[src/rtl/fetch_interrupt_injector_if.sv]
// Fetch-side bundle of the interrupt injector: controller handshake plus fetch/decode signals.
// master = controller/pipeline side, slave = injector.
interface fetch_interrupt_injector_if;
  logic        INT;
  logic [31:0] INT_INSTR;
  logic        ACK;
  logic [31:0] imem_instr;
  logic [31:0] pc_in;
  logic        stall;
  logic        iret;
  logic [31:0] instr_out;
  logic        pc_hold;
  logic        pc_restore;
  logic [31:0] epc;
  logic        in_isr;
  logic        err_timeout;

  modport master (
    output INT, INT_INSTR, imem_instr, pc_in, stall, iret,
    input  ACK, instr_out, pc_hold, pc_restore, epc, in_isr, err_timeout
  );

  modport slave (
    input  INT, INT_INSTR, imem_instr, pc_in, stall, iret,
    output ACK, instr_out, pc_hold, pc_restore, epc, in_isr, err_timeout
  );
endinterface

[src/rtl/fetch_interrupt_injector.sv]
// Substitutes the interrupt controller's NOP+jump stream for imem words; optional ISR watchdog under ISR_TIMEOUT_EN.
// Latency: a captured stream word reaches instr_out one cycle after capture at the earliest.
// Backpressure: stall only gates draining; capture is unconditional and buffered, so no controller word is dropped.
module fetch_interrupt_injector #(
  parameter int          NOP_COUNT   = 5,
  parameter int          FIFO_DEPTH  = 8,
  parameter logic [31:0] INSTR_NOOP  = 32'h78000000,
  parameter int          ISR_TIMEOUT = 4096
) (
  input logic                        clk,
  input logic                        rst,
  fetch_interrupt_injector_if.slave  bus
);

  localparam int STREAM_LEN = NOP_COUNT + 1;
  localparam int PW = (FIFO_DEPTH > 1) ? $clog2(FIFO_DEPTH) : 1;
  localparam int CW = $clog2(FIFO_DEPTH + 1);
  localparam int KW = $clog2(STREAM_LEN + 1);

  generate
    if (FIFO_DEPTH < STREAM_LEN) begin : g_depth_chk
      $error("FIFO_DEPTH must be >= NOP_COUNT+1");
    end
    if (ISR_TIMEOUT < 1 || ISR_TIMEOUT > 65535) begin : g_tmo_chk
      $error("ISR_TIMEOUT must fit the 16-bit ISR counter");
    end
  endgenerate

  typedef enum logic [2:0] {IDLE, ACCEPT, INJECT, IN_ISR, RETURN} state_t;

  state_t          state, state_nxt;
  logic [31:0]     buf_mem [FIFO_DEPTH];
  logic [PW-1:0]   wr_ptr, rd_ptr;
  logic [CW-1:0]   buf_cnt;
  logic [KW-1:0]   cap_cnt;
  logic [31:0]     epc_q;
  logic            push, pop, buf_empty, cap_done, leave_inject, timeout_hit;
  logic            ack, pc_hold, pc_restore, in_isr;
  logic [31:0]     instr_out;

  function automatic logic [PW-1:0] ptr_inc(input logic [PW-1:0] p);
    return (p == PW'(FIFO_DEPTH - 1)) ? '0 : p + 1'b1;
  endfunction

  assign buf_empty = (buf_cnt == '0);
  assign cap_done  = (cap_cnt == KW'(STREAM_LEN));
  assign push      = (state == INJECT) && !cap_done;
  assign pop       = (state == INJECT) && !bus.stall && !buf_empty;
  // The jump leaves the buffer this cycle: release the PC so it can redirect.
  assign leave_inject = cap_done && (buf_empty || (buf_cnt == CW'(1) && pop));

  always_comb begin
    state_nxt  = state;
    ack        = 1'b0;
    pc_hold    = 1'b0;
    pc_restore = 1'b0;
    in_isr     = 1'b0;
    instr_out  = bus.imem_instr;
    case (state)
      IDLE: begin
        if (bus.INT && !bus.stall) state_nxt = ACCEPT;
      end
      ACCEPT: begin
        ack       = 1'b1;
        pc_hold   = 1'b1;
        instr_out = INSTR_NOOP;
        state_nxt = INJECT;
      end
      INJECT: begin
        instr_out = buf_empty ? INSTR_NOOP : buf_mem[rd_ptr];
        pc_hold   = !leave_inject;
        if (leave_inject) state_nxt = IN_ISR;
      end
      IN_ISR: begin
        in_isr = 1'b1;
        if ((bus.iret && !bus.stall) || timeout_hit) state_nxt = RETURN;
      end
      RETURN: begin
        ack        = 1'b1;
        pc_restore = 1'b1;
        in_isr     = 1'b1;
        instr_out  = INSTR_NOOP;
        state_nxt  = IDLE;
      end
      default: state_nxt = IDLE;
    endcase
  end

  always_ff @(posedge clk) begin
    if (rst) begin
      state   <= IDLE;
      epc_q   <= '0;
      cap_cnt <= '0;
      wr_ptr  <= '0;
      rd_ptr  <= '0;
      buf_cnt <= '0;
    end else begin
      state <= state_nxt;
      if (state == IDLE && state_nxt == ACCEPT) epc_q <= bus.pc_in;
      if (state == ACCEPT) cap_cnt <= '0;
      else if (push)       cap_cnt <= cap_cnt + 1'b1;
      if (push) wr_ptr <= ptr_inc(wr_ptr);
      if (pop)  rd_ptr <= ptr_inc(rd_ptr);
      case ({push, pop})
        2'b10:   buf_cnt <= buf_cnt + 1'b1;
        2'b01:   buf_cnt <= buf_cnt - 1'b1;
        default: buf_cnt <= buf_cnt;
      endcase
    end
  end

  always_ff @(posedge clk) begin
    if (push) buf_mem[wr_ptr] <= bus.INT_INSTR;
  end

`ifdef ISR_TIMEOUT_EN
  logic [15:0] tmo_cnt;
  logic        err_q;

  assign timeout_hit = (state == IN_ISR) && (tmo_cnt == 16'(ISR_TIMEOUT - 1))
                       && !(bus.iret && !bus.stall);

  always_ff @(posedge clk) begin
    if (rst) begin
      tmo_cnt <= '0;
      err_q   <= 1'b0;
    end else begin
      tmo_cnt <= (state == IN_ISR) ? tmo_cnt + 1'b1 : '0;
      if (timeout_hit) err_q <= 1'b1;
    end
  end

  assign bus.err_timeout = err_q;
`else
  assign timeout_hit     = 1'b0;
  assign bus.err_timeout = 1'b0;
`endif

  assign bus.ACK        = ack;
  assign bus.pc_hold    = pc_hold;
  assign bus.pc_restore = pc_restore;
  assign bus.in_isr     = in_isr;
  assign bus.instr_out  = instr_out;
  assign bus.epc        = epc_q;

endmodule

[src/flat_wrapper.sv]
// flat-port wrapper written by rule: the top's interface ports become plain ports
module fetch_interrupt_injector_flat 
#(
  parameter int          NOP_COUNT   = 5,
  parameter int          FIFO_DEPTH  = 8,
  parameter logic [31:0] INSTR_NOOP  = 32'h78000000,
  parameter int          ISR_TIMEOUT = 4096
)
  (clk, rst, bus_INT, bus_INT_INSTR, bus_imem_instr, bus_pc_in, bus_stall, bus_iret, bus_ACK, bus_instr_out, bus_pc_hold, bus_pc_restore, bus_epc, bus_in_isr, bus_err_timeout);
  fetch_interrupt_injector_if bus_i ();
  input logic clk;
  input logic rst;
  input wire logic [$bits(bus_i.INT)-1:0] bus_INT;
  input wire logic [$bits(bus_i.INT_INSTR)-1:0] bus_INT_INSTR;
  input wire logic [$bits(bus_i.imem_instr)-1:0] bus_imem_instr;
  input wire logic [$bits(bus_i.pc_in)-1:0] bus_pc_in;
  input wire logic [$bits(bus_i.stall)-1:0] bus_stall;
  input wire logic [$bits(bus_i.iret)-1:0] bus_iret;
  output wire logic [$bits(bus_i.ACK)-1:0] bus_ACK;
  output wire logic [$bits(bus_i.instr_out)-1:0] bus_instr_out;
  output wire logic [$bits(bus_i.pc_hold)-1:0] bus_pc_hold;
  output wire logic [$bits(bus_i.pc_restore)-1:0] bus_pc_restore;
  output wire logic [$bits(bus_i.epc)-1:0] bus_epc;
  output wire logic [$bits(bus_i.in_isr)-1:0] bus_in_isr;
  output wire logic [$bits(bus_i.err_timeout)-1:0] bus_err_timeout;
  assign bus_i.INT = bus_INT;
  assign bus_i.INT_INSTR = bus_INT_INSTR;
  assign bus_i.imem_instr = bus_imem_instr;
  assign bus_i.pc_in = bus_pc_in;
  assign bus_i.stall = bus_stall;
  assign bus_i.iret = bus_iret;
  assign bus_ACK = bus_i.ACK;
  assign bus_instr_out = bus_i.instr_out;
  assign bus_pc_hold = bus_i.pc_hold;
  assign bus_pc_restore = bus_i.pc_restore;
  assign bus_epc = bus_i.epc;
  assign bus_in_isr = bus_i.in_isr;
  assign bus_err_timeout = bus_i.err_timeout;
  fetch_interrupt_injector #(.NOP_COUNT(NOP_COUNT), .FIFO_DEPTH(FIFO_DEPTH), .INSTR_NOOP(INSTR_NOOP), .ISR_TIMEOUT(ISR_TIMEOUT)) u_core (.clk(clk), .rst(rst), .bus(bus_i));
endmodule
[config.mk]
export PLATFORM = sky130hd
export DESIGN_NAME = fetch_interrupt_injector_flat
export DESIGN_NICKNAME = d
export VERILOG_FILES = /design/src/rtl/fetch_interrupt_injector_if.sv /design/src/rtl/fetch_interrupt_injector.sv /design/src/flat_wrapper.sv
export SDC_FILE = /design/constraint.sdc
export NUM_CORES = 1
export LEC_CHECK = 0
export ABC_CLOCK_PERIOD_IN_PS = 4260
export CORE_UTILIZATION = 45
export CTS_BUF_LIST = sky130_fd_sc_hd__clkbuf_8
export DETAILED_ROUTE_END_ITERATION = 10
export PLACE_DENSITY_LB_ADDON = 0.1
export SLEW_MARGIN = 15
export SYNTH_ARGS = -nofsm -noshare
export SYNTH_HDL_FRONTEND = slang
export SYNTH_SLANG_ARGS = --single-unit
[constraint.sdc]
create_clock -name clk -period 4.26 [get_ports clk]
set_input_delay 0.852 -clock clk [delete_from_list [all_inputs] [get_ports clk]]
set_output_delay 0.852 -clock clk [all_outputs]
set_load 0.02 [all_outputs]
Word level (Yosys, flattened, before mapping)
Memory sizes are Yosys's and may differ from the RTL's. A register that Yosys moved wholly into a read port is not among the register bits.
Index checks and enable logic that the tools add are counted.
- bits in registers: 48
- bits in writable memories: 256
- input port bits: 101
- output and inout bits: 69
- memories kept: 1
- add/subtract/negate cells: 5
- equal/unequal tests: 11
- muxes and demuxes: 17
- reductions and logical operators: 19
- memory list (name ; words ; bits a word ; read ports ; clocked after Yosys merged registers in ; wr ports ; RTL line ; RTL):
    u_core.buf_mem ; 8 ; 32 ; 1 ; 1 ; 1 ; fetch_interrupt_injector.sv:32 ; logic [31:0] buf_mem [FIFO_DEPTH];
- operators with widths (operator ; count):
    32-bit one-hot mux with 2 select lines ; 1
    32-bit 2-to-1 mux ; 1
    3-bit 2-to-1 mux ; 7
    3-bit == test (second input constant) ; 4
    3-bit one-hot mux with 4 select lines ; 1
    3-bit by 1-bit adder with 3-bit output (second input constant) ; 3
    1-bit logical AND ; 8
    4-bit one-hot mux with 2 select lines ; 1
    3-bit by 1-bit == test with 1-bit output (second input constant) ; 2
    3-bit by 2-bit == test with 1-bit output (second input constant) ; 2
    2-bit OR reduction ; 3
    1-bit 2-to-1 mux ; 5
    4-bit by 1-bit adder with 4-bit output (second input constant) ; 1
    4-bit by 1-bit == test with 1-bit output (second input constant) ; 1
    1-bit zero test ; 4
    4-bit zero test ; 1
    4-bit by 1-bit subtractor with 4-bit output (second input constant) ; 1
    3-bit zero test ; 1
    2-bit by 1-bit == test with 1-bit output (second input constant) ; 1
    2-bit == test (second input constant) ; 1
    1-bit one-hot mux with 2 select lines ; 1
    2-bit nonzero test ; 1
    1-bit logical OR ; 1

Logic depth before layout (Yosys ltp)
Gate-level depths: netlist (run 1).
- depth in word-level cells: 10
- mapped depth: 9

Least setup slack after synthesis (run 1)
Ideal clock, no wire load.
- kind: register to register
- from: register u_core.state[2]
- to: memory u_core.buf_mem[0][0], enable pin
- arrival time: 4.113 ns
- setup slack: -0.354 ns
- stages on the path, launching flop included: 5
- clock period less this slack: 4.614 ns
- path through: dfxtp_1 -> or3b_4 -> a21oi_4 -> inv_2 -> nor4_1
- longest elaborated chain between the ends: 4
- ends and longest elaborated chain (what ; RTL line ; RTL):
    from (decl) ; fetch_interrupt_injector.sv:31 ; state_t state, state_nxt;
    from (signal assigned) ; fetch_interrupt_injector.sv:98 ; state <= state_nxt;
    3-bit by 2-bit == test with 1-bit output ; fetch_interrupt_injector.sv:47 ; assign push = (state == INJECT) && !cap_done;
    1-bit logical AND ; fetch_interrupt_injector.sv:47 ;
    1-bit 2-to-1 mux ; fetch_interrupt_injector.sv:113 ; if (push) buf_mem[wr_ptr] <= bus.INT_INSTR;
    1-bit 2-to-1 mux (implied by the code) ; fetch_interrupt_injector.sv:113 ;
    to (decl) ; fetch_interrupt_injector.sv:32 ;
No other way between the ends.

==> results of run 1 <==
-- Yosys cell counts, drive strengths merged, types with 15 or more instances --
cell / n / share of area [%]
edfxtp: 256 / 63
mux2i: 93 / 7.6
nand2: 73 / 2.2
dfxtp: 51 / 8.4
a21oi: 47 / 2.0
nor2b: 34 / 1.7
a211oi: 31 / 1.9
clkbuf: 31 / 0.95
a31oi: 29 / 1.5
a22oi: 28 / 1.7
a32o: 28 / 2.3
buf: 25 / 1.0
nor2: 15 / 0.46
-- registers in the layout, indices dropped and copies added (netlist names), named ones only --
register,flops
u_core.buf_cnt,4
u_core.buf_mem,256
u_core.bus.epc,32
u_core.cap_cnt,3
u_core.rd_ptr,3
u_core.state,3
u_core.wr_ptr,3
-- layout by cell type (no fill, tap or decap), types with 5 or more instances in the layout --
cell | netlist | final
a211oi_1 | 31 | 31
a21oi_1 | 46 | 45
a22oi_1 | 28 | 28
a31oi_1 | 29 | 29
a32o_1 | 28 | 28
buf_12 | 0 | 5
buf_4 | 1 | 26
clkbuf_8 | 0 | 51
clkdlybuf4s50_1 | 0 | 168
clkinv_1 | 0 | 18
dfxtp_1 | 51 | 50
edfxtp_1 | 256 | 256
ha_1 | 10 | 10
inv_1 | 3 | 14
mux2_2 | 8 | 8
mux2i_1 | 93 | 93
nand2_1 | 73 | 73
nand2b_1 | 7 | 7
nor2_1 | 15 | 11
nor2b_1 | 34 | 32
-- repair_timing --
item	in CTS	in global routing
hold buffers	0	0
endpoints found under the setup margin	0	15
endpoints found under the hold margin	0	0
resized for setup	0	0
buffers inserted	0	2
-- where the power goes --
group / total (uW) / leakage (uW) / switching [uW] / internal, uW
logic: 434 / 0.00165 / 215 / 220
clock network: 2180 / 0.000474 / 1080 / 1100
registers: 3300 / 0.00272 / 19.0 / 3280
total: 5920 / 0.00485 / 1310 / 4610
-- routing by layer --
| metal | up-vias | routed length, um | track usage (%) |
|---|---|---|---|
| met5 | - | 0 | 0 |
| met4 | 0 | 364 | 4.43 |
| met3 | 39 | 1360 | 4.02 |
| met2 | 186 | 13300 | 32.9 |
| met1 | 3665 | 11500 | 24.7 |
| li1 | 3564 | - | - |
-- worst paths after layout --
check                startpoint            endpoint  depth (start not counted)
max                    register   bus_instr_out[27]                          7
min          u_core.bus.epc[25]  u_core.bus.epc[25]                          2
max reg2reg     u_core.state[1]   u_core.buf_cnt[3]                          8
min reg2reg  u_core.bus.epc[25]  u_core.bus.epc[25]                          2
-- area by class of cell --
class	instances	area (sq um)
fill	2124	11100
inverter	4	15.0
tap	335	419
multi-input combinational	451	3320
timing repair buffer	199	1980
sequential	307	8710
clock inverter	34	138
clock buffer	51	702
-- worst reg2reg max path, delay by kind of cell, from the launching register on --
kind,cells,cell delay [ns]
xor+xnor,1,0.13
simple gates,4,1.26
flops,1,0.53
fa+ha+maj,1,0.26
compound gates,2,0.43
-- stage by stage --
stage	std cells	hold WS, ns
after global routing	1381	0.467
final	1381	0.452
after detailed placement	1294	0.446
after CTS	1379	0.454
after floorplan	818	0.468
after global placement	1294	0.441
-- kinds of logic after synthesis --
family                   share of synthesized area, %
buffers and inverters                            2.11
XOR/XNOR                                        0.502
AND/OR/NAND/NOR                                  6.22
other                                          0.0307
flip-flops                                       71.3
multiplexers                                     8.36
adder cells (fa/ha/maj)                          1.03
AO/OA/AOI/OAI                                    10.4
==> impl_metrics.json, run 1 <==
{
  "vdd_drop_max_mv": 0.242,
  "path_class": "register to output pin",
  "dp_slack_ns": 0.657,
  "cts_buffer_depth": 3,
  "utilization_pct": 58.0,
  "tns_ns": 0,
  "hold_violations": 0,
  "p_per_area_nw_per_um2": 387,
  "synthCells": 818,
  "setup_viol": 0,
  "initial_core_util_pct": 46.3,
  "antenna_cells": 0,
  "leakagePower_uw": 0.00485,
  "clk_pin_slew_ns": 0.05,
  "cts_inserted_buffers": 49,
  "grt_pass1_vias": 7364,
  "final_max_slew_viol_count": 0,
  "rsz0062_at_grt": "false",
  "nets": 1123,
  "grt_pass1_wl_um": 41100,
  "synth-edff-count": 256,
  "finalCritPeriodShare_pct": 94.3,
  "core_sq_um": 26400,
  "first_pass_iters": 4,
  "cts_sinks": 307,
  "fin_worst_skew_ns": 0.0213,
  "worst-path-buf-inv": 3,
  "hpwl_um": 15700,
  "slowest_stage": "clkdlybuf4s50_1",
  "antenna_found_initial": 1,
  "synth_cell_type_count": 45,
  "ys.flop_type": "edfxtp_1",
  "max_stage_delay_ns": 0.64,
  "vias": 7454,
  "worstSetupEndpointType": "output pin",
  "crit_path_start_kind": "register",
  "syn-num-nets": 929,
  "cp_data_arrival_time_ns": 3.17,
  "grt_overflow": 0,
  "drt-initial-drc-count": 450,
  "setup_ws_ns": 0.243,
  "place.gp.congestion": 0.758,
  "ff2ff_setup_slack_ns": 1.49,
  "grt_usage_pct": 19.1,
  "synth.ff_latch_count": 307,
  "wl_per_cell_um": 19.1,
  "ioPinCount": 170,
  "fin_area_sq_um": 15300,
  "async_reset_ff_share_pct": 0,
  "die_x_um": 167,
  "status": "finished, final reports clean",
  "clock-root-buffer": "clkbuf_8",
  "via_per_inst": 5.40,
  "max_slew_margin_pct": 35.0,
  "syn_area_sq_um": 12200,
  "yosys_warnings": 0,
  "dieArea_sq_um": 27800,
  "fmax_mhz": 249,
  "max-cap-violations": 0,
  "path_cells": "buf_4, nand2b_1, buf_4, o22ai_1, a221o_1, a21oi_1, clkdlybuf4s50_1",
  "synth-seq-area-share_pct": 71.3,
  "fin_crit_ns": 4.02,
  "clk_latency_ns": 0.56,
  "die_h_um": 167,
  "syn_to_final_growth_pct": 25.2,
  "drive_gt1_share_pct": 10.8,
  "critical_path.top_delay_family": "buffers and inverters",
  "ant_nets": 0,
  "grt_max_degree": 58,
  "htreeDepth": 2,
  "avgSynthCellArea_sq_um": 14.9,
  "finalPower_uw": 5920,
  "crit_required_ns": 3.41,
  "portBuffers": 168,
  "fp-row-count": 59,
  "path_max_fanout": 20,
  "drcViolationCount": 0,
  "cpMostUsedCell": "buf_4",
  "cts_tree": "done",
  "hold_path_class": "register to register",
  "postPlaceCellArea_sq_um": 14400,
  "routed_wl_um": 26400,
  "worst_pin_slew_ns": 0.971
}
No activity file was read; power rests on OpenSTA's default activity.
==> run 2: changes to the inputs <==
CAP_MARGIN = 5   (was unset)
==> results of run 2 <==
Same layout as run 1: the final DEF is identical, and so are final timing and power.
